### src/rtl/dma_pkg.sv
// Shared state encoding and default widths for the DMA data path.
package dma_pkg;

   localparam int DMA_ADDR_WIDTH = 16;
   localparam int DMA_DATA_WIDTH = 32;
   localparam int DMA_LEN_WIDTH  = 8;
   localparam int DMA_FIFO_DEPTH = 4;

   typedef enum logic [1:0] {
      IDLE = 2'd0,
      XFER = 2'd1,
      DONE = 2'd2
   } dma_state_t;

endpackage

### src/rtl/dma_sync_fifo.sv
// Single-clock staging FIFO between the read and write ports; head is
// presented combinationally so the write port can drive it directly.
module dma_sync_fifo #(
   parameter int DATA_WIDTH = 32,
   parameter int DEPTH      = 4
) (
   input  logic                  clk_i,
   input  logic                  reset_i,
   input  logic                  push_i,
   input  logic [DATA_WIDTH-1:0] push_data_i,
   input  logic                  pop_i,
   output logic                  full_o,
   output logic                  empty_o,
   output logic [DATA_WIDTH-1:0] head_o
);

   localparam int IDX_W = $clog2(DEPTH);

   logic [DATA_WIDTH-1:0] mem_q [DEPTH];
   logic [IDX_W-1:0]      wr_idx_q;
   logic [IDX_W-1:0]      rd_idx_q;
   logic [IDX_W:0]        count_q;
   logic                  do_push;
   logic                  do_pop;

   assign do_push = push_i && !full_o;
   assign do_pop  = pop_i && !empty_o;

   // NOTE: sequential state uses non-blocking assignments so every register
   // samples pre-edge values regardless of process evaluation order.
   always_ff @(posedge clk_i) begin
      if (reset_i) begin
         wr_idx_q <= '0;
         rd_idx_q <= '0;
         count_q  <= '0;
      end else begin
         if (do_push) wr_idx_q <= wr_idx_q + IDX_W'(1);
         if (do_pop)  rd_idx_q <= rd_idx_q + IDX_W'(1);
         case ({do_push, do_pop})
            2'b10:   count_q <= count_q + (IDX_W + 1)'(1);
            2'b01:   count_q <= count_q - (IDX_W + 1)'(1);
            default: ;
         endcase
      end
   end

   // NOTE: the storage array is deliberately not reset; the count gates every
   // read of it, and leaving it reset-free lets it map onto plain RAM/flops.
   always_ff @(posedge clk_i) begin
      if (do_push) mem_q[wr_idx_q] <= push_data_i;
   end

   assign full_o  = (count_q == (IDX_W + 1)'(DEPTH));
   assign empty_o = (count_q == '0);
   assign head_o  = mem_q[rd_idx_q];

endmodule

### src/rtl/dma_data_mover.sv
// DMA data mover: streams len words from a source to a destination address
// range through a small FIFO, using req/ack read and write memory ports.
module dma_data_mover
   import dma_pkg::*;
#(
   parameter int ADDR_WIDTH = DMA_ADDR_WIDTH,
   parameter int DATA_WIDTH = DMA_DATA_WIDTH,
   parameter int LEN_WIDTH  = DMA_LEN_WIDTH,
   parameter int FIFO_DEPTH = DMA_FIFO_DEPTH
) (
   input  logic                  clk_i,
   input  logic                  reset_i,
   input  logic                  start_i,
   input  logic [ADDR_WIDTH-1:0] src_addr_i,
   input  logic [ADDR_WIDTH-1:0] dst_addr_i,
   input  logic [LEN_WIDTH-1:0]  len_i,
   output logic                  busy_o,
   output logic                  done_o,
   output logic                  rd_req_o,
   output logic [ADDR_WIDTH-1:0] rd_addr_o,
   input  logic                  rd_ack_i,
   input  logic [DATA_WIDTH-1:0] rd_data_i,
   output logic                  wr_req_o,
   output logic [ADDR_WIDTH-1:0] wr_addr_o,
   output logic [DATA_WIDTH-1:0] wr_data_o,
   input  logic                  wr_ack_i
);

   dma_state_t            state_q, state_d;
   logic [ADDR_WIDTH-1:0] rd_ptr_q, rd_ptr_d;
   logic [ADDR_WIDTH-1:0] wr_ptr_q, wr_ptr_d;
   logic [LEN_WIDTH-1:0]  rd_left_q, rd_left_d;
   logic [LEN_WIDTH-1:0]  wr_left_q, wr_left_d;

   logic                  fifo_full;
   logic                  fifo_empty;
   logic [DATA_WIDTH-1:0] fifo_head;
   logic                  in_xfer;
   logic                  rd_fire;
   logic                  wr_fire;

   dma_sync_fifo #(
      .DATA_WIDTH (DATA_WIDTH),
      .DEPTH      (FIFO_DEPTH)
   ) u_fifo (
      .clk_i       (clk_i),
      .reset_i     (reset_i),
      .push_i      (rd_fire),
      .push_data_i (rd_data_i),
      .pop_i       (wr_fire),
      .full_o      (fifo_full),
      .empty_o     (fifo_empty),
      .head_o      (fifo_head)
   );

   // Requests derive only from registered state, so they stay stable until acked.
   assign in_xfer  = (state_q == XFER);
   assign rd_req_o = in_xfer && (rd_left_q != '0) && !fifo_full;
   assign wr_req_o = in_xfer && !fifo_empty;
   assign rd_fire  = rd_req_o && rd_ack_i;
   assign wr_fire  = wr_req_o && wr_ack_i;

   assign rd_addr_o = rd_ptr_q;
   assign wr_addr_o = wr_ptr_q;
   assign wr_data_o = wr_req_o ? fifo_head : '0;
   assign busy_o    = (state_q != IDLE);
   assign done_o    = (state_q == DONE);

   // NOTE: every next-state signal gets its default first, so no path through
   // the case statement leaves one unassigned and infers a latch.
   always_comb begin
      state_d   = state_q;
      rd_ptr_d  = rd_ptr_q;
      wr_ptr_d  = wr_ptr_q;
      rd_left_d = rd_left_q;
      wr_left_d = wr_left_q;
      unique case (state_q)
         IDLE: begin
            if (start_i) begin
               if (len_i == '0) begin
                  state_d = DONE;
               end else begin
                  state_d   = XFER;
                  rd_ptr_d  = src_addr_i;
                  wr_ptr_d  = dst_addr_i;
                  rd_left_d = len_i;
                  wr_left_d = len_i;
               end
            end
         end
         XFER: begin
            if (rd_fire) begin
               rd_ptr_d  = rd_ptr_q + ADDR_WIDTH'(1);
               rd_left_d = rd_left_q - LEN_WIDTH'(1);
            end
            if (wr_fire) begin
               wr_ptr_d  = wr_ptr_q + ADDR_WIDTH'(1);
               wr_left_d = wr_left_q - LEN_WIDTH'(1);
               if (wr_left_q == LEN_WIDTH'(1)) state_d = DONE;
            end
         end
         DONE:    state_d = IDLE;
         default: state_d = IDLE;
      endcase
   end

   always_ff @(posedge clk_i) begin
      if (reset_i) begin
         state_q   <= IDLE;
         rd_ptr_q  <= '0;
         wr_ptr_q  <= '0;
         rd_left_q <= '0;
         wr_left_q <= '0;
      end else begin
         state_q   <= state_d;
         rd_ptr_q  <= rd_ptr_d;
         wr_ptr_q  <= wr_ptr_d;
         rd_left_q <= rd_left_d;
         wr_left_q <= wr_left_d;
      end
   end

endmodule

### config.mk
export PLATFORM = sky130hd
export DESIGN_NAME = dma_data_mover
export DESIGN_NICKNAME = d
export VERILOG_FILES = /design/src/rtl/dma_pkg.sv /design/src/rtl/dma_sync_fifo.sv /design/src/rtl/dma_data_mover.sv
export SDC_FILE = /design/constraint.sdc
export NUM_CORES = 1
export LEC_CHECK = 0
export ABC_CLOCK_PERIOD_IN_PS = 5000
export BUFFER_PORTS_ARGS = -buffer_cell sky130_fd_sc_hd__buf_2
export CAP_MARGIN = 20
export CORE_ASPECT_RATIO = 0.7
export CORE_MARGIN = 5
export CORE_UTILIZATION = 61
export CTS_BUF_LIST = sky130_fd_sc_hd__clkbuf_8 sky130_fd_sc_hd__clkbuf_16
export CTS_CLUSTER_SIZE = 40
export DETAILED_ROUTE_END_ITERATION = 6
export MAX_ROUTING_LAYER = met4
export PLACE_DENSITY_LB_ADDON = 0.25
export SYNTH_ARGS = -nofsm -noshare
export SYNTH_HDL_FRONTEND = slang
export SYNTH_HIERARCHICAL = 1
export SYNTH_SLANG_ARGS = --single-unit
### constraint.sdc
create_clock -name clk_i -period 5 [get_ports clk_i]
set_input_delay 0.5 -clock clk_i [delete_from_list [all_inputs] [get_ports clk_i]]
set_output_delay 0.5 -clock clk_i [all_outputs]
set_load 0.005 [all_outputs]
==> key figures <==
Setup path
  • Startpoint types: flip-flop
  • Critical Path AT: 4.04 ns
  • Slowest-stage cell, CP: o21ai_4
  • CP Class: reg -> reg
  • CP Cell Sequence: inv_1 > ha_1 > or3b_2 > o21ai_4 > inv_2 > inv_1 > nor2_1 > inv_1 > ha_1 > inv_1 > fa_1 > xor2_1 > or3_1 > a21oi_1
  • Critical Path End Type: flip-flop
  • Slowest stage delay, CP: 0.58 ns
  • Worst Path Max Fanout: 23
  • Worst EP required: 5.34 ns
  • Crit-path most repeated cell: inv_1

Job
  • Max Cap Viol: 0

Detailed routing
  • Via density: 6.431
  • Post-Route WL: 22,040 um
  • Via count: 6,579
  • Detailed Routing Iterations Pass 1: 5
  • Initial DRC Count: 833
  • Wire per inst: 21.54 um
  • Detailed-route DRC error count: 0
  • ANT nets after route: 0

Synthesis
  • Synth Instances: 693
  • Prevailing post-synth register cell: edfxtp_1
  • Asr flop ratio synth: 0
  • Post-synth EDFFs: 128
  • Yosys cell types: 80
  • Syn avg cell area: 12.63 sq um
  • Synth top area share: 0.4390
  • Area contributors post-synth: edfxtp_1, dfxtp_1, mux4_2
  • YS warnings: 6
  • Mapped Area: 8755 sq um
  • Commonest cells in the netlist: edfxtp_1, dfxtp_1, nand2_1
  • Register area share after synthesis: 0.5740
  • #FFs+latches synth: 187
  • Synth area leader: edfxtp_1
  • Syn Nets: 782
  • Top-count cell post-synth: edfxtp_1

GRT
  • Global Route Usage Sum: 0.2747
  • Overflow after GRT: 0
  • Number of global-route vias before repair: 6,440
  • First-pass GRT wire length: 34,930 um
  • Initial antenna violation count: 0
  • Pin count of the biggest net entering global routing: 64

Cells and area
  • Number of diodes: 0
  • Layout cells sized above 1: 0.3001
  • Area grow syn2layout: 15.55%
  • Post-layout util: 0.7221
  • Layout Nets: 910
  • Finished Layout Cells: 1,023
  • Post-Layout Inst Area: 10,120 sq um
  • Fill count: 949

Die
  • Die X: 153.2 um
  • IO Pins: 145
  • Core Area: 14,010 sq um
  • Die area: 16,890 sq um
  • Die height: 110.2 um
  • # rows: 36
  • Initial Utilization: 0.6250

Timing
  • Final Skew: 0.01713 ns
  • Fin crit share: 0.7397
  • Max-Slew Margin vs Limit: 0.2170
  • RSZ-0062 raised after global routing: no
  • Final hold violation count: 0
  • Worst slew pin tran: 1.169 ns
  • Maximum clock frequency: 0.2704 GHz
  • TNS Setup: 0 ns
  • Slew Viols, Final: 0
  • Crit path time final: 3.698 ns
  • # setup viols final: 0

Placed design
  • Placed cell areas: 9520 sq um
  • Dpl cells: 991
  • # port buffers: 144
  • HPWL after DPL: 14,480 um
  • Final Wtd Congestion: 0.9609

Outcome
  • Outcome: finished clean

Power
  • Leakage power total: 3.650 nW
  • Design Power: 3.540 mW
  • Worst vdd ir: 0.0003054 V
  • Power Dens Cells: 349.9 nW/um^2

Clock tree
  • Clock Sinks: 187
  • Max Root-Sink Buffers: 2
  • CTS tree: built
  • Clock transition at path regs: 0.07 ns
  • CTS root buffer: clkbuf_16
  • Clock latency on the worst-skew pair: 0.43 ns
  • Num CTS Buffers: 17
  • Hold_buf cts: 0
  • Post-CTS setup buffer count: 0
  • Post-CTS sizing: 0
  • Depth of the CTS H-tree: 4

Hold path
  • Hold Crit Class: in -> reg
power breakdown:
part / switching, mW / internal [mW]
combinational: 0.258 / 0.173
clock: 0.622 / 0.704
sequential: 0.0662 / 1.72
state kept, by name, indices dropped and copies added, names as in the netlist, named ones only:
signal,count
wr_left_q,8
rd_addr_o,16
rd_left_q,8
u_fifo/count_q,3
u_fifo/wr_idx_q,2
wr_addr_o,16
u_fifo/mem_q,128
state_q,2
u_fifo/rd_idx_q,2
worst paths after layout:
| path | from | endpoint | slack (ns) | cells after the start |
|---|---|---|---|---|
| worst max-delay path | rd_left_q[0] | u_fifo/count_q[2] | 1.30 | 14 |
| worst max register to register | rd_left_q[0] | u_fifo/count_q[2] | 1.30 | 14 |
| worst min register to register | rd_left_q[6] | rd_left_q[6] | 0.49 | 2 |
| worst min-delay path | rd_data_i[6] | u_fifo/mem_q[3][6] | 0.29 | 1 |
metrics by stage:
stage,worst slack (ns),hold WS (ns)
floorplan,2.239,0.4357
global placement,1.637,0.4485
detailed placement,1.432,0.4594
CTS,1.350,0.2691
global route,1.117,0.2674
finish,1.302,0.2865
kinds of logic after synthesis:
| kind of cell | synth area share |
|---|---|
| and+or+nand+nor | 0.1333 |
| DFF | 0.5740 |
| AOI/OAI and AO/OA | 0.1359 |
| buffers and inverters | 0.04802 |
| muxes | 0.08775 |
| adders and majority gates | 0.01801 |
| xor gates and xnor gates | 0.003002 |
worst max-delay path, delay by kind of cell (launching register included):
kind	cells	cell delay, ns
AND/OR/NAND/NOR	3	0.91
XOR/XNOR	1	0.17
adder cells (fa/ha/maj)	3	0.75
buffers and inverters	5	0.69
AO/OA/AOI/OAI	2	0.76
flip-flops	1	0.34
area by class of cell:
class	count	area [sq um]	area share
inverters	36	136.4	0.01348
multi-input cells	423	3317	0.3279
repair buffers	156	818.3	0.08089
clock inverters	14	155.1	0.01534
flip-flops and latches	187	5026	0.4968
clock buffers	17	425.4	0.04205
well taps	190	237.7	0.02350
layout by cell type, fill, tap and decap left out, types with 4 or more instances in the layout:
cell and instances:
buf_2 144, edfxtp_1 128, dfxtp_1 58, nand2_1 48
a21oi_1 42, and2_1 36, inv_1 32, mux4_2 30
nor2_1 26, o32ai_1 17, clkbuf_16 17, nand3_1 16
o22ai_1 16, nand4_1 15, o21ai_0 14, nor3_1 12
a221oi_1 11, ha_1 11, buf_4 11, nor4_1 9
a22oi_1 7, o31a_1 7, nand2b_1 5, and4_1 5
or4_1 5, and3_1 5, inv_6 5, a31oi_1 4
o221ai_1 4, mux2i_1 4, or3_1 4
layer usage:
| metal | part of all wire | vias up | wire, um | track usage |
|---|---|---|---|---|
| met5 | 0 | - | 0 | - |
| met4 | 0.010 | 0 | 221 | 0.05976 |
| met3 | 0.10 | 23 | 2289 | 0.06984 |
| met2 | 0.46 | 375 | 10150 | 0.4146 |
| met1 | 0.43 | 3223 | 9377 | 0.3847 |
| li1 | - | 2958 | - | - |
(Power assumes the default switching activity.)
